`src/rtl/keypad_responder_pkg.sv`:
```
// Shared definitions for the keypad responder: FSM state encoding, matrix
// geometry, the active-low idle pattern and the key-index split used by the
// keypad scanner (row = key[3:2], column = key[1:0]).
package keypad_responder_pkg;

   localparam int ROWS  = 4;
   localparam int COLS  = 4;
   localparam int KEY_W = 4;
   localparam int SEL_W = 2;

   localparam logic [COLS-1:0] COLS_IDLE = 4'b1111;

   typedef enum logic [2:0] {
      ST_IDLE       = 3'd0,
      ST_BOUNCE_IN  = 3'd1,
      ST_HOLD       = 3'd2,
      ST_BOUNCE_OUT = 3'd3,
      ST_GAP        = 3'd4
   } state_e;

   function automatic logic [SEL_W-1:0] key_row(input logic [KEY_W-1:0] key);
      return key[3:2];
   endfunction

   function automatic logic [SEL_W-1:0] key_col(input logic [KEY_W-1:0] key);
      return key[1:0];
   endfunction

endpackage

```
`src/rtl/keypad_col_drive.sv`:
```
// Column sense driver for an emulated keypad key.
// Pulls the latched key's column low on the cycle after its row strobe is
// seen low while the contact is closed; otherwise all columns idle high.
// Ports:
//   clk        system clock
//   rst        synchronous active-high reset (columns return to idle)
//   contact_i  emulated contact state, 1 = closed
//   key_i      latched key index (row = [3:2], column = [1:0])
//   fila_i     active-low row strobes from the scanner
//   columna_o  active-low registered column sense lines
module keypad_col_drive
   import keypad_responder_pkg::*;
(
   input  logic             clk,
   input  logic             rst,
   input  logic             contact_i,
   input  logic [KEY_W-1:0] key_i,
   input  logic [ROWS-1:0]  fila_i,
   output logic [COLS-1:0]  columna_o
);

   logic [COLS-1:0] columna_d;
   logic [COLS-1:0] columna_q;

   // Any number of rows may be strobed at once; only the latched row matters,
   // exactly as a single closed switch in a real matrix would behave.
   always_comb begin
      columna_d = COLS_IDLE;
      if (contact_i && !fila_i[key_row(key_i)]) begin
         columna_d[key_col(key_i)] = 1'b0;
      end
   end

   always_ff @(posedge clk) begin
      if (rst) begin
         columna_q <= COLS_IDLE;
      end else begin
         columna_q <= columna_d;
      end
   end

   assign columna_o = columna_q;

endmodule

```
`src/rtl/keypad_responder.sv`:
```
// Keypad matrix responder: emulates one key press at a time on a 4x4
// row-scan/column-sense keypad, with make/break bounce, hold time and a
// release gap before the next request is taken.
//
// state      | meaning
// -----------+-----------------------------------------------------------
// IDLE       | contact open, press_ready high, waiting for press_valid
// BOUNCE_IN  | contact chatters (counter bit 0) for BOUNCE_CYCLES cycles
// HOLD       | contact solidly closed for HOLD_CYCLES cycles
// BOUNCE_OUT | contact chatters again for BOUNCE_CYCLES cycles
// GAP        | contact open for GAP_CYCLES cycles, then done pulse
//
// Ports:
//   clk          system clock
//   rst          synchronous active-high reset
//   fila         active-low row strobes from the scanner
//   columna      active-low column sense lines (idle 4'b1111)
//   press_key    key to press: row = [3:2], column = [1:0]
//   press_valid  press request
//   press_ready  high only while idle
//   busy         high whenever not idle
//   done         one-cycle pulse when the release gap completes
//   contact      current emulated contact state (debug)
module keypad_responder
   import keypad_responder_pkg::*;
#(
   parameter int HOLD_CYCLES   = 5_000_000,
   parameter int BOUNCE_CYCLES = 50_000,
   parameter int GAP_CYCLES    = 2_500_000,
   parameter int CNT_W         = 24
) (
   input  logic             clk,
   input  logic             rst,
   input  logic [ROWS-1:0]  fila,
   output logic [COLS-1:0]  columna,
   input  logic [KEY_W-1:0] press_key,
   input  logic             press_valid,
   output logic             press_ready,
   output logic             busy,
   output logic             done,
   output logic             contact
);

   localparam bit NO_BOUNCE = (BOUNCE_CYCLES == 0);

   // Terminal counts; the bounce value is unused when bounce is disabled.
   localparam logic [CNT_W-1:0] HOLD_LAST   = CNT_W'(HOLD_CYCLES - 1);
   localparam logic [CNT_W-1:0] GAP_LAST    = CNT_W'(GAP_CYCLES - 1);
   localparam logic [CNT_W-1:0] BOUNCE_LAST =
      CNT_W'((BOUNCE_CYCLES > 0) ? BOUNCE_CYCLES - 1 : 0);

   state_e           state_q, state_d;
   logic [CNT_W-1:0] cnt_q, cnt_d;
   logic [KEY_W-1:0] key_q, key_d;
   logic             done_q, done_d;
   logic             contact_s;

   // State register
   always_ff @(posedge clk) begin
      if (rst) begin
         state_q <= ST_IDLE;
         cnt_q   <= '0;
         key_q   <= '0;
         done_q  <= 1'b0;
      end else begin
         state_q <= state_d;
         cnt_q   <= cnt_d;
         key_q   <= key_d;
         done_q  <= done_d;
      end
   end

   // Next-state logic; the counter restarts from zero on every state entry.
   always_comb begin
      state_d = state_q;
      cnt_d   = cnt_q + 1'b1;
      key_d   = key_q;
      done_d  = 1'b0;
      unique case (state_q)
         ST_IDLE: begin
            cnt_d = '0;
            if (press_valid) begin
               key_d   = press_key;
               state_d = NO_BOUNCE ? ST_HOLD : ST_BOUNCE_IN;
            end
         end
         ST_BOUNCE_IN: begin
            if (cnt_q == BOUNCE_LAST) begin
               state_d = ST_HOLD;
               cnt_d   = '0;
            end
         end
         ST_HOLD: begin
            if (cnt_q == HOLD_LAST) begin
               state_d = NO_BOUNCE ? ST_GAP : ST_BOUNCE_OUT;
               cnt_d   = '0;
            end
         end
         ST_BOUNCE_OUT: begin
            if (cnt_q == BOUNCE_LAST) begin
               state_d = ST_GAP;
               cnt_d   = '0;
            end
         end
         ST_GAP: begin
            if (cnt_q == GAP_LAST) begin
               state_d = ST_IDLE;
               cnt_d   = '0;
               done_d  = 1'b1;
            end
         end
         default: begin
            state_d = ST_IDLE;
            cnt_d   = '0;
         end
      endcase
   end

   // Output decode
   always_comb begin
      contact_s   = 1'b0;
      press_ready = 1'b0;
      busy        = 1'b1;
      unique case (state_q)
         ST_IDLE: begin
            press_ready = 1'b1;
            busy        = 1'b0;
         end
         ST_BOUNCE_IN,
         ST_BOUNCE_OUT: contact_s = cnt_q[0];
         ST_HOLD:       contact_s = 1'b1;
         default:       contact_s = 1'b0;
      endcase
   end

   assign contact = contact_s;
   assign done    = done_q;

   keypad_col_drive u_col_drive (
      .clk       (clk),
      .rst       (rst),
      .contact_i (contact_s),
      .key_i     (key_q),
      .fila_i    (fila),
      .columna_o (columna)
   );

endmodule
```
`config.mk`:
```
export PLATFORM = sky130hd
export DESIGN_NAME = keypad_responder
export DESIGN_NICKNAME = d
export VERILOG_FILES = /design/src/rtl/keypad_responder_pkg.sv /design/src/rtl/keypad_col_drive.sv /design/src/rtl/keypad_responder.sv
export SDC_FILE = /design/constraint.sdc
export NUM_CORES = 1
export LEC_CHECK = 0
export ABC_AREA = 1
export BUFFER_PORTS_ARGS = -buffer_cell sky130_fd_sc_hd__buf_2
export CORE_MARGIN = 4
export CORE_UTILIZATION = 50
export DETAILED_ROUTE_END_ITERATION = 8
export PLACE_DENSITY = 0.67
export REMOVE_ABC_BUFFERS = 1
export SLEW_MARGIN = 40
export SYNTH_ARGS = -nofsm -noshare
export SYNTH_HDL_FRONTEND = slang
export SYNTH_HIERARCHICAL = 1
export SYNTH_SLANG_ARGS = --single-unit
```
`constraint.sdc`:
```
create_clock -name clk -period 1.7 [get_ports clk]
set_input_delay 0.17 -clock clk [delete_from_list [all_inputs] [get_ports clk]]
set_output_delay 0.17 -clock clk [all_outputs]
set_load 0.03 [all_outputs]
```
# Word-level counts from Yosys, hierarchy flattened
# Index checks and enable logic that the tools add are counted.
# W data, S select, Z words.
[totals] regBits=36 word_cells=51
[classes] n_addsub=1 magnitude_cmp=3 eq_ne=12 n_mux=18 n_bitwise=3 reduce_logical=9
[op_table] op="$mux W24" n=3
[op_table] op="$pmux W24 S3" n=1
[op_table] op="$add A24 B1 Y24 const B" n=1
[op_table] op="$eq A24 B16 Y1 const B" n=1
[op_table] op="$eq A24 B22 Y1 const B" n=1
[op_table] op="$eq A24 B23 Y1 const B" n=1
[op_table] op="$mux W3" n=5
[op_table] op="$pmux W3 S5" n=1
[op_table] op="$ne A2 B2 Y1 const B" n=5
[op_table] op="$eq A3 B2 Y1 const B" n=2
[op_table] op="$lt A2 B3 Y1 const B" n=2
[op_table] op="$reduce_or A2 Y1" n=3
[op_table] op="$mux W1" n=5
[op_table] op="$reduce_and A5 Y1" n=1
[op_table] op="$not A4 Y4" n=1
[op_table] op="$eq A3 B1 Y1 const B" n=1
[op_table] op="$eq A3 B3 Y1 const B" n=1
[op_table] op="$logic_not A3 Y1" n=1
[op_table] op="$bmux W1 S2" n=1
[op_table] op="$demux W1 S2" n=1
[op_table] op="$ge A2 B1 Y1 const B" n=1
[op_table] op="$logic_and A1 B1 Y1" n=2
[op_table] op="$not A1 Y1" n=2
[op_table] op="$pmux W1 S2" n=1
[op_table] op="2 further kinds" n=2

# Depth between registers and ports, before layout
# Gate-level depths: netlist (run 1).
[depth] depth_word=6 mapped_depth=12 mapped_depth_nobuf=12

# Cells and area by module
# The synthesis (run 1) kept the hierarchy.
[by_module_without_submodules] mod="keypad_responder" n_inst=1 cells_each=270 area_each_um2=1749.2
[by_module_without_submodules] mod="keypad_col_drive" n_inst=1 cells_each=29 area_each_um2=198.9

# Worst setup path before layout (run 1)
# OpenSTA, ideal clock, no wires.
[synth_timing] kind="reg-to-reg" start="register state_q[2]" end="register u_col_drive.columna_q[0] (netlist: u_col_drive/columna_o[0])" setup_time_ns=0.130 arrival_time_ns=1.602 slack_ns=-0.033 path_stages_with_launch=7 period_less_slack_ns=1.733 cell_sequence="dfxtp_1 -> inv_1 -> nand2_1 -> o21ai_0 -> inv_1 -> nor2_1 -> nand4_1"
[synth_via] elab_chain_cells=6 elab_cells_between_ends=8
[synth_lines] item="from (decl)" line_no="keypad_responder.sv:52" text="state_e state_q, state_d;"
[synth_lines] item="from (signal assigned)" line_no="keypad_responder.sv:66" text="state_q <= state_d;"
[synth_lines] item="$eq A3 B1 Y1 / $eq A3 B2 Y1 (equally long branches)" line_no="keypad_responder.sv:124" text="unique case (state_q)"
[synth_lines] item="$reduce_or A2 Y1 (no source line)"
[synth_lines] item="$pmux W1 S2 *" line_no="keypad_responder.sv:124"
[synth_lines] item="net contact" line_no="keypad_responder.sv:41" text="output logic contact"
[synth_lines] item="$logic_and A1 B1 Y1 *" line_no="keypad_col_drive.sv:29" text="if (contact_i && !fila_i[key_row(key_i)]) begin"
[synth_lines] item="$not A1 Y1 (no source line) *"
[synth_lines] item="$reduce_or A2 Y1 (no source line) *"
[synth_lines] item="to (signal assigned)" line_no="keypad_col_drive.sv:38" text="columna_q <= columna_d;"
[synth_lines] item="to (decl)" line_no="keypad_col_drive.sv:23" text="logic [COLS-1:0] columna_q;"
# The timed path passes the listed nets; every way through them passes the cells marked *.
# A chain may end at the register's enable or synchronous reset.

# Final worst setup path (run 1)
[layout_timing] start="register state_q[0]" end="register cnt_q[13]"
[layout_via] elab_chain_cells=3 elab_cells_between_ends=6
[layout_lines] item="$eq A3 B1 Y1 / $eq A3 B2 Y1 (equally long branches)" line_no="keypad_responder.sv:79" text="unique case (state_q)"
[layout_lines] item="$reduce_or A2 Y1 (no source line)"
[layout_lines] item="$pmux W24 S3 *" line_no="keypad_responder.sv:79"
[layout_lines] item="to (signal assigned)" line_no="keypad_responder.sv:67" text="cnt_q <= cnt_d;"
[layout_lines] item="to (decl)" line_no="keypad_responder.sv:53" text="logic [CNT_W-1:0] cnt_q, cnt_d;"
# Every way passes the cells marked *; elsewhere a longest branch is shown, timed or not.

==> qor.yml, run 1 <==
finClkSkew_ns: 0.00404
hold_class: "in2reg"
drv_slew: 0
ctsHoldBuffers: 0
grt_pass1_vias: 1692
ys_ff_latch: 36
final_hold_viol_count: 0
gp_congestion: 0.890
overflow: 0
antenna_found_initial: 0
layout_common_cells: "nand2_1 (57), inv_1 (53), nor2_1 (52)"
synth-edff-count: 0
slew_headroom: 0.760
min_period_over_period: 0.933
wirelength_um: 4540
mostFrequentLayoutCell: "nand2_1"
grt_usage: 0.186
ys_types: 26
start_util: 0.524
cts_buffer_depth: 2
fin_util: 0.632
dp_hpwl_um: 3300
drt-vias-per-instance: 4.98
synthArstFlopShare: 0
drive_above_1_share: 0.209
avgSynthCellArea_um2: 6.52
crit_path_end_kind: "flop"
postSynthCellCount: 299
powerDensity_nw_per_um2: 1030
p_leak_nw: 1.04
crit_fanout: 8
area_growth_pct: 20.6
cts_buffers: 5
finalPower_mw: 2.43
io_pins: 19
cts-root-buf: "clkbuf_8"
worstPathRequired_ns: 1.91
setup_violations: 0
first_pass_iters: 5
n_fill_cell: 363
vdd_drop_max_mv: 0.752
drv_cap: 0
die_area_um2: 4960
tritoncts: "done"
grt_max_degree: 17
fp-row-count: 22
die_w_um: 70.4
die_y_um: 70.4
vias: 1909
grt_pass1_wl_um: 7450
antenna_cells: 0
insertion_delay_ns: 0.28
drt-initial-drc-count: 161
max_freq_mhz: 630
tns_ns: 0
core_um2: 3720
fin_crit_ns: 1.59
nets: 347
start_kind: "flop"
synth_area_um2: 1950
cts.clk_slew.worst_paths_ns: 0.07
synth_warnings: 6
cts_sinks: 36
ys_seq_area_frac: 0.370
crit_type: "reg2reg"
drc: 0
ff_latch_area_um2: 731
cp_data_arrival_time_ns: 1.80
portBuffers: 18
ys.flop_type: "dfxtp_1"
status: "complete, no violations"
worst-slew-pin-transition_ns: 0.357
postRouteAntennaNets: 0
multiInputGateArea_um2: 1090
drt-wirelength-per-cell_um: 11.9
h-tree-depth: 2
-- final cells by class --
class,instances,area share
Clock buffer,6,0.0309
Clock inverter,1,0.00213
Inverter,55,0.0879
Multi-Input combinational cell,207,0.463
Sequential cell,36,0.311
Tap cell,48,0.0256
Timing Repair Buffer,30,0.0794
-- cell families after synthesis --
group,Yosys count,share of synthesized area
buf+inv,57,0.114
fa+ha+maj,1,0.00642
simple gates,177,0.403
compound gates,16,0.0533
xor+xnor,12,0.0539
flops,36,0.370
-- final timing paths --
| kind | from | endpoint | slack, ns | cells after the start |
|---|---|---|---|---|
| hold / removal | press_key[1] | key_q[1] | 0.15 | 3 |
| setup reg to reg | state_q[0] | cnt_q[13] | 0.11 | 8 |
| setup / recovery | state_q[0] | cnt_q[13] | 0.11 | 8 |
| hold reg to reg | key_q[3] | key_q[3] | 0.51 | 2 |
-- routing by layer --
layer | GRT usage | part of all wire
met4 | 0.0766 | 0.023
met5 | 0 | 0
met1 | 0.248 | 0.46
met2 | 0.284 | 0.46
met3 | 0.0475 | 0.055
-- per-stage QoR --
stage | worst slack [ns] | area (µm²) | std cells | hold slack [ns]
final | 0.113 | 2350 | 383 | 0.152
after global routing | -0.0488 | 2350 | 383 | 0.157
after CTS | 0.000659 | 2220 | 378 | 0.153
after detailed placement | 0.0373 | 2140 | 371 | 0.454
after global placement | 0.103 | 2140 | 371 | 0.449
after floorplan | -0.0326 | 1930 | 297 | 0.239
-- sequential cells by signal, indices dropped and copies added (netlist names) --
signal                 cells
cnt_q                     24
done                       1
key_q                      4
state_q                    3
u_col_drive/columna_o      4
-- cell usage after synthesis, types with 2 or more instances --
master    number  area share
inv_1         54        0.10
nand2_1       64        0.12
nor3_1        12       0.031
nand4_1       11       0.035
a31oi_1        2      0.0064
dfxtp_1       36        0.37
or2_1          2      0.0064
nand3_1       23       0.059
a21oi_1        7       0.018
o21bai_1       2      0.0077
nor2_1        56        0.11
xor2_1        11       0.049
nand3_2        3       0.015
o21ai_0        4       0.010
-- power breakdown --
part,internal (mW),leakage [nW],switching [mW]
sequential,0.906,0.295,0.0646
combinational,0.303,0.700,0.589
clock,0.278,0.0410,0.288
total,1.49,1.04,0.942
-- critical path, cell delays in order, from the launching register on --
cell	delay [ns]
dfxtp_1	0.34
nor2_1	0.16
inv_1	0.11
nor2_2	0.13
inv_1	0.11
a31oi_4	0.26
buf_4	0.21
nand3_1	0.08
nor2_1	0.11
-- repair_timing --
action                                  CTS  global route
gates resized for setup                   0            30
endpoints found under the setup margin    0            32
setup buffers                             0             4
No activity file was read; power rests on OpenSTA's default activity.
==> run 2: changes to the inputs <==
--- a/config.mk
+++ b/config.mk
@@ -6,11 +6,11 @@
 export NUM_CORES = 1
 export LEC_CHECK = 0
 export ABC_AREA = 1
-export BUFFER_PORTS_ARGS = -buffer_cell sky130_fd_sc_hd__buf_2
-export CORE_MARGIN = 4
+export CORE_MARGIN = 1
 export CORE_UTILIZATION = 50
 export DETAILED_ROUTE_END_ITERATION = 8
-export PLACE_DENSITY = 0.67
+export DONT_BUFFER_PORTS = 1
+export PLACE_DENSITY = 0.63
 export REMOVE_ABC_BUFFERS = 1
 export SLEW_MARGIN = 40
 export SYNTH_ARGS = -nofsm -noshare
==> run 2 against run 1 <==
Against the previous run:
- sequential cell count did not move
- first-iteration DRC count fell by 6.2%
- worst setup slack got worse by 0.019 ns
- total power rose by 2.5%
- critical endpoint is now cnt_q[4]
- global-route usage rose by 4.6 points
- maximum frequency fell by 1.2%
- register-to-register slack got worse by 0.02 ns
- clock skew rose by 0.0093 ns
==> qor.yml, run 2 (same netlist as run 1, synthesis figures left out) <==
status: "complete, no violations"
grt_pass1_vias: 1645  # -2.8%
dp_cells: 354  # -4.6%
drt-wirelength-per-cell_um: 11.9  # about the same
ff_latch_area_um2: 726  # -0.68%
fp-row-count: 22  # unchanged
drc: 0  # unchanged
area_growth_pct: 15.5
p_int_mw: 1.55  # +4.0%
grt_usage: 0.232  # +0.0455
powerDensity_nw_per_um2: 1110  # +6.9%
pwr-share-clk: 0.253  # +0.020
start_kind: "flop"
overflow: 0  # unchanged
grt_pass1_wl_um: 7390  # -0.75%
drive_above_1_share: 0.146  # -0.0634
grt_max_degree: 17  # unchanged
min_period_over_period: 0.945  # +0.0114
insertion_delay_ns: 0.29  # about the same
drt-initial-drc-count: 151  # -6.2%
layout_setup_ws_ns: 0.0939  # -0.0194 ns
multiInputGateArea_um2: 1070  # -1.3%
drt-vias-per-instance: 4.94  # -0.84%
finalPower_mw: 2.49  # +2.5%
power_frac_seq: 0.393  # -0.007
cts.clk_slew.worst_paths_ns: 0.07  # about the same
p_comb_frac: 0.354  # -0.013
top_register: "cnt_q"
hold_class: "in2reg"
cts-root-buf: "clkbuf_8"
worstPathRequired_ns: 1.88  # -0.03 ns
final_hold_viol_count: 0  # unchanged
cts_sinks: 36  # unchanged
die_w_um: 64.4  # -8.5%
portBuffers: 0  # -18
finClkSkew_ns: 0.0134  # +0.00935 ns
path_cells: "ha_2 -> nand2_2 -> inv_2 -> nand2_1 -> nor2_1 -> nand3_1 -> nand2_2 -> nand3_4 -> buf_6 -> nand4_1 -> inv_1"
worst-slew-pin-transition_ns: 0.352  # -0.00540 ns
cpPeakStageDelay_ns: 0.34  # about the same
hold-worst-slack_ns: 0.0473  # -0.105 ns
io_pins: 19  # unchanged
layout_common_cells: "nand2_1 (58), inv_1 (53), nor2_1 (52)"
switching_share: 0.378  # -0.00941
cts_buffers: 5  # unchanged
postRouteAntennaNets: 0  # unchanged
crit_fanout: 8  # unchanged
drv_cap: 0  # unchanged
tritoncts: "done"
p_leak_nw: 0.966  # -6.9%
gp_congestion: 0.897  # +0.82%
crit_path_end_kind: "flop"
power.switching_mw: 0.942  # about the same
tns_ns: 0  # unchanged
antenna_cells: 0  # unchanged
vdd_drop_max_mv: 0.815  # +8.4%
slew_headroom: 0.764  # +0.00363
n_fill_cell: 378  # +4.1%
fin_crit_ns: 1.61  # +0.0194 ns
first_pass_iters: 4  # -1
die_y_um: 64.4  # -8.5%
vias: 1799  # -5.8%
pre_cts_ws_ns: 0.0481  # +0.0107 ns
mostFrequentLayoutCell: "nand2_1"
die_area_um2: 4150  # -16%
drv_slew: 0  # unchanged
crit_type: "reg2reg"
fin_cells: 364  # -5.0%
start_util: 0.528  # +0.00391
largest_reg_flops: 24  # unchanged
cp_data_arrival_time_ns: 1.78  # -0.02 ns
max_freq_mhz: 623  # -1.2%
antenna_found_initial: 0  # unchanged
nets: 327  # -5.8%
cp_slowest_cell: "dfxtp_2"
wirelength_um: 4320  # -4.9%
cts_buffer_depth: 2  # unchanged
core_um2: 3690  # -0.74%
h-tree-depth: 2  # unchanged
setup_violations: 0  # unchanged
crit_top_cell: "nand2_2"
dp_hpwl_um: 3280  # -0.65%
-- run 2: changes by cell type in the layout (fill, tap and decap cells not counted), sizes merged --
cell	change
dlygate4sd3	+1
nand2	-1
buf	-20
clkinv	+1
-- run 2: worst max-delay path: cells and delay by family (launching register included) --
kind,cells,cell delay (ns)
and+or+nand+nor,7,0.69
DFF,1,0.34
buffers and inverters,3,0.29
adders and majority gates,1,0.18
-- run 2: what timing repair did --
action	4_1_cts	5_1_grt
hold buffers	1	0
resized for setup	0	26
setup endpoints to repair	0	32
hold endpoints to repair	5	0
setup buffers	0	1
-- run 2: final timing paths --
path | from | to | slack (ns) | cells after the start
setup / recovery | cnt_q[0] | cnt_q[4] | 0.09 | 11
hold / removal | press_key[1] | key_q[1] | 0.05 | 2
setup reg to reg | cnt_q[0] | cnt_q[4] | 0.09 | 11
hold reg to reg | key_q[2] | key_q[2] | 0.51 | 2
-- run 2: area by class of cell --
type	instances	share of cell area
tap	48	0.0267
sequential	36	0.322
multi-input combinational	206	0.477
clock inverter	2	0.00445
timing repair buffer	11	0.0411
inverter	55	0.0917
clock buffer	6	0.0367
-- run 2: through the flow --
step	util	area, µm²
after floorplan	-	1930
after global placement	0.559	2060
after detailed placement	0.559	2060
after CTS	0.586	2160
after global routing	0.610	2250
final	0.610	2250
-- run 2: per-layer routing --
metal  track usage  vias to the layer above  wire length [µm]
met1         0.313                      796              2160
li1              -                      959                 -
met3        0.0546                        6               158
met5             0                        -                 0
met4        0.0833                        0                64
met2         0.358                       38              1940
-- run 2: power by group through the flow --
| stage | logic [mW] | registers (mW) | clock network (mW) |
|---|---|---|---|
| after floorplan | 0.538 | 0.979 | 0 |
| after global placement | 0.727 | 0.989 | 0 |
| after detailed placement | 0.728 | 0.990 | 0 |
| after CTS | 0.732 | 0.971 | 0.649 |
| after global routing | 0.986 | 0.990 | 0.679 |
| final | 0.881 | 0.979 | 0.630 |
==> run 3: changes to the inputs <==
--- a/config.mk
+++ b/config.mk
@@ -15,5 +15,4 @@
 export SLEW_MARGIN = 40
 export SYNTH_ARGS = -nofsm -noshare
 export SYNTH_HDL_FRONTEND = slang
-export SYNTH_HIERARCHICAL = 1
 export SYNTH_SLANG_ARGS = --single-unit
==> run 3 against run 2 <==
Against the previous run:
- critical endpoint is now cnt_q[17]
- sequential cell count unchanged
- clock skew down 0.0072 ns
- sequential power down 0.6%
- count of clock-buffer cells in the layout down 1
- non-clock buffer count up 5
- largest power group is now the clock network
- combinational power up 5.1%
- worst setup slack better by 0.0024 ns
- via count down 3.1%
- largest cell class unchanged
==> qor.yml, run 3 <==
synth-adder-area-share: 0.00655  # +0.000130
synthArstFlopShare: 0  # unchanged
crit_type: "reg2reg"
synth_mux_area_frac: 0  # unchanged
cts_buffer_depth: 2  # unchanged
ys_ff_latch: 36  # unchanged
dp_cells: 338  # -4.5%
drt-vias-per-instance: 4.90  # -0.94%
fin_crit_ns: 1.60  # -0.00240 ns
die_area_um2: 4070  # -1.9%
rr_endpoint: "cnt_q[17]"
slew_headroom: 0.772  # +0.00805
dp_hpwl_um: 2930  # -11%
busiest_layer: "met2"
pwr-share-clk: 0.356  # +0.103
cts-root-buf: "clkbuf_8"
rsz0062_at_grt: "yes"
cts.clk_slew.worst_paths_ns: 0.07  # about the same
grt_pass1_vias: 1541  # -6.3%
max_freq_mhz: 624  # +0.15%
worstSetupStartpoint: "cnt_q[1]"
synth-compound-area-share: 0.0668  # +0.0135
grt_max_degree: 22  # +5
gp_congestion: 0.850  # -5.3%
ys.flop_type: "dfxtp_1"
nets: 319  # -2.4%
tritoncts: "done"
path_cells: "ha_4 -> nand2_2 -> inv_1 -> nand2_1 -> nor2_1 -> nand3_1 -> nand2_1 -> nand2_2 -> inv_4 -> nand2_8 -> nand2_8 -> nor2_1"
drt-initial-drc-count: 117  # -23%
finClkSkew_ns: 0.00617  # -0.00722 ns
insertion_delay_ns: 0.30  # about the same
synth.most_common_cell: "nand2_1"
grt_util_met3: 0.0482  # -0.00636
synth_common_cells: "nand2_1 (60), nor2_1 (56), dfxtp_1 (36), inv_1 (34), nand3_1 (21)"
min_period_over_period: 0.943  # -0.00141
io_pins: 19  # unchanged
yosys.area_share.simple: 0.412  # +0.00949
switching_share: 0.338  # -0.0407
ys_types: 27  # +3.8%
cts_buffers: 5  # unchanged
synth_top_area_cell: "dfxtp_1"
finalPower_mw: 2.95  # +18%
start_kind: "flop"
cp_slowest_cell: "dfxtp_2"
crit_end: "cnt_q[17]"
p_comb_frac: 0.314  # -0.040
portBuffers: 0  # unchanged
gr-usage-met2: 0.340  # -0.0175
r2r_setup_slack_ns: 0.1  # about the same
layout_common_cells: "nand2_1 (57), nor2_1 (52), inv_1 (34)"
synth_warnings: 0  # -6
worst-slew-pin-transition_ns: 0.340  # -0.0120 ns
largest_reg_flops: 24  # unchanged
power.switching_mw: 0.996  # +5.7%
vdd_drop_max_mv: 1.08  # +33%
grt_pass1_wl_um: 6920  # -6.3%
r2r_start: "cnt_q[1]"
r2r_cells: 12  # +1
synth_area_um2: 1910  # -2.0%
synth_top_family_by_area: "simple AND/OR/NAND/NOR gates"
stdcell_area_um2: 2360  # +4.8%
worstPathRequired_ns: 1.89  # about the same
area_growth_pct: 23.5
cts_sinks: 36  # unchanged
setup_violations: 0  # unchanged
crit_path_end_kind: "flop"
h-tree-depth: 2  # unchanged
final_hold_viol_count: 0  # unchanged
vias: 1743  # -3.1%
placed_cell_area_um2: 2010  # -2.4%
core_um2: 3660  # -0.75%
mostFrequentLayoutCell: "nand2_1"
antenna_cells: 0  # unchanged
n_fill_cell: 339  # -10%
cp_data_arrival_time_ns: 1.79  # about the same
hold-worst-slack_ns: 0.0367  # -0.0106 ns
drc: 0  # unchanged
netlist.area_leader.share: 0.377  # +0.00752
postRouteAntennaNets: 0  # unchanged
yosys-top-cells-area: "dfxtp_1 (38%), nand2_1 (12%), nor2_1 (11%)"
crit_fanout: 7  # -1
avgSynthCellArea_um2: 6.75  # +3.6%
synth-edff-count: 0  # unchanged
first_pass_iters: 4  # unchanged
wirelength_um: 4290  # -0.74%
drv_slew: 0  # unchanged
grt_use_met1: 0.291  # -0.0215
p_int_mw: 1.95  # +26%
start_util: 0.522  # -0.00662
grt_usage: 0.221  # -0.0111
drv_cap: 0  # unchanged
fin_cells: 356  # -2.2%
drive_above_1_share: 0.237  # +0.0914
fp-row-count: 22  # unchanged
status: "complete, no violations"
postSynthCellCount: 283  # -5.4%
die_y_um: 63.8  # -0.97%
p_leak_nw: 0.955  # -1.1%
top_register: "cnt_q"
drt-wirelength-per-cell_um: 12.0  # +1.5%
powerDensity_nw_per_um2: 1250  # +13%
power_frac_seq: 0.330  # -0.063
die_w_um: 63.8  # -0.97%
cpPeakStageDelay_ns: 0.36  # +0.02 ns
hold_class: "in2reg"
ys_seq_area_frac: 0.377  # +0.00752
overflow: 0  # unchanged
synth-xor-area-share: 0.0505  # -0.00349
antenna_found_initial: 0  # unchanged
[run 3: cell count changes after synthesis, moves of 3 or more]
cell     delta
nand4_1     -6
xnor2_1     +6
nor3_1      -7
nand3_2     -3
nand2_1     -4
nand2_2     +3
nor2_2     +17
o21ai_0     +6
xor2_1      -7
inv_1      -20
[run 3: kinds of logic (layout without fill, tap and decap cells)]
group,after synthesis,after routing
flops,36,36
simple gates,174,177
buf+inv,39,61
xor+xnor,11,11
fa+ha+maj,1,1
compound gates,22,22
[run 3: layout make-up]
class,count,area (µm²),share of cell area
Timing Repair Buffer,16,123,0.0520
Clock buffer,5,68.8,0.0292
Clock inverter,3,90.1,0.0382
Inverter,37,141,0.0599
Sequential cell,36,731,0.310
Multi-Input combinational cell,211,1140,0.485
Tap cell,48,60.1,0.0255
[run 3: critical path: cells and delay by family (launching register included)]
kind	cells	cell delay, ns
adder cells (fa/ha/maj)	1	0.15
buffers and inverters	2	0.15
flip-flops	1	0.36
AND/OR/NAND/NOR	9	0.84
[run 3: worst min path at each step]
stage          start  cells after the start                       end
3_3_place_gp     rst                      1                state_q[0]
6_report         rst                      2  u_col_drive.columna_o[3]
3_5_place_dp     rst                      1                state_q[0]
2_1_floorplan    rst                      1                state_q[0]
5_1_grt          rst                      2  u_col_drive.columna_o[0]
4_1_cts          rst                      2  u_col_drive.columna_o[3]
[run 3: layer usage]
metal  part of all wire  vias up  routed length, µm
met2               0.47       33               2000
li1                   -      935                  -
met5                  0        -                  0
met4              0.011        0                 46
met3              0.036        4                153
met1               0.49      771               2090
[run 3: what timing repair did]
item / in CTS / in global routing
hold endpoints to repair: 2 / 0
gates cloned: 0 / 3
setup endpoints to repair: 21 / 24
pin swaps: 0 / 9
resized for setup: 1 / 24
buffers inserted: 0 / 6
hold buffers: 1 / 0
[run 3: metrics by stage]
stage,setup TNS (ns),worst slack (ns),utilization
2_1_floorplan,0,0.135,-
3_3_place_gp,-0.445,-0.0489,0.549
3_5_place_dp,-0.650,-0.0650,0.549
4_1_cts,0,0.0262,0.598
5_1_grt,-0.0125,-0.00903,0.644
6_report,0,0.0963,0.644
[run 3: power by group through the flow]
| stage | registers (mW) | logic [mW] | clock network [mW] |
|---|---|---|---|
| floorplan | 0.981 | 0.473 | 0 |
| global placement | 0.983 | 0.621 | 0 |
| detailed placement | 0.986 | 0.627 | 0 |
| CTS | 0.966 | 0.654 | 1.07 |
| global route | 0.983 | 1.02 | 1.11 |
| finish | 0.973 | 0.926 | 1.05 |
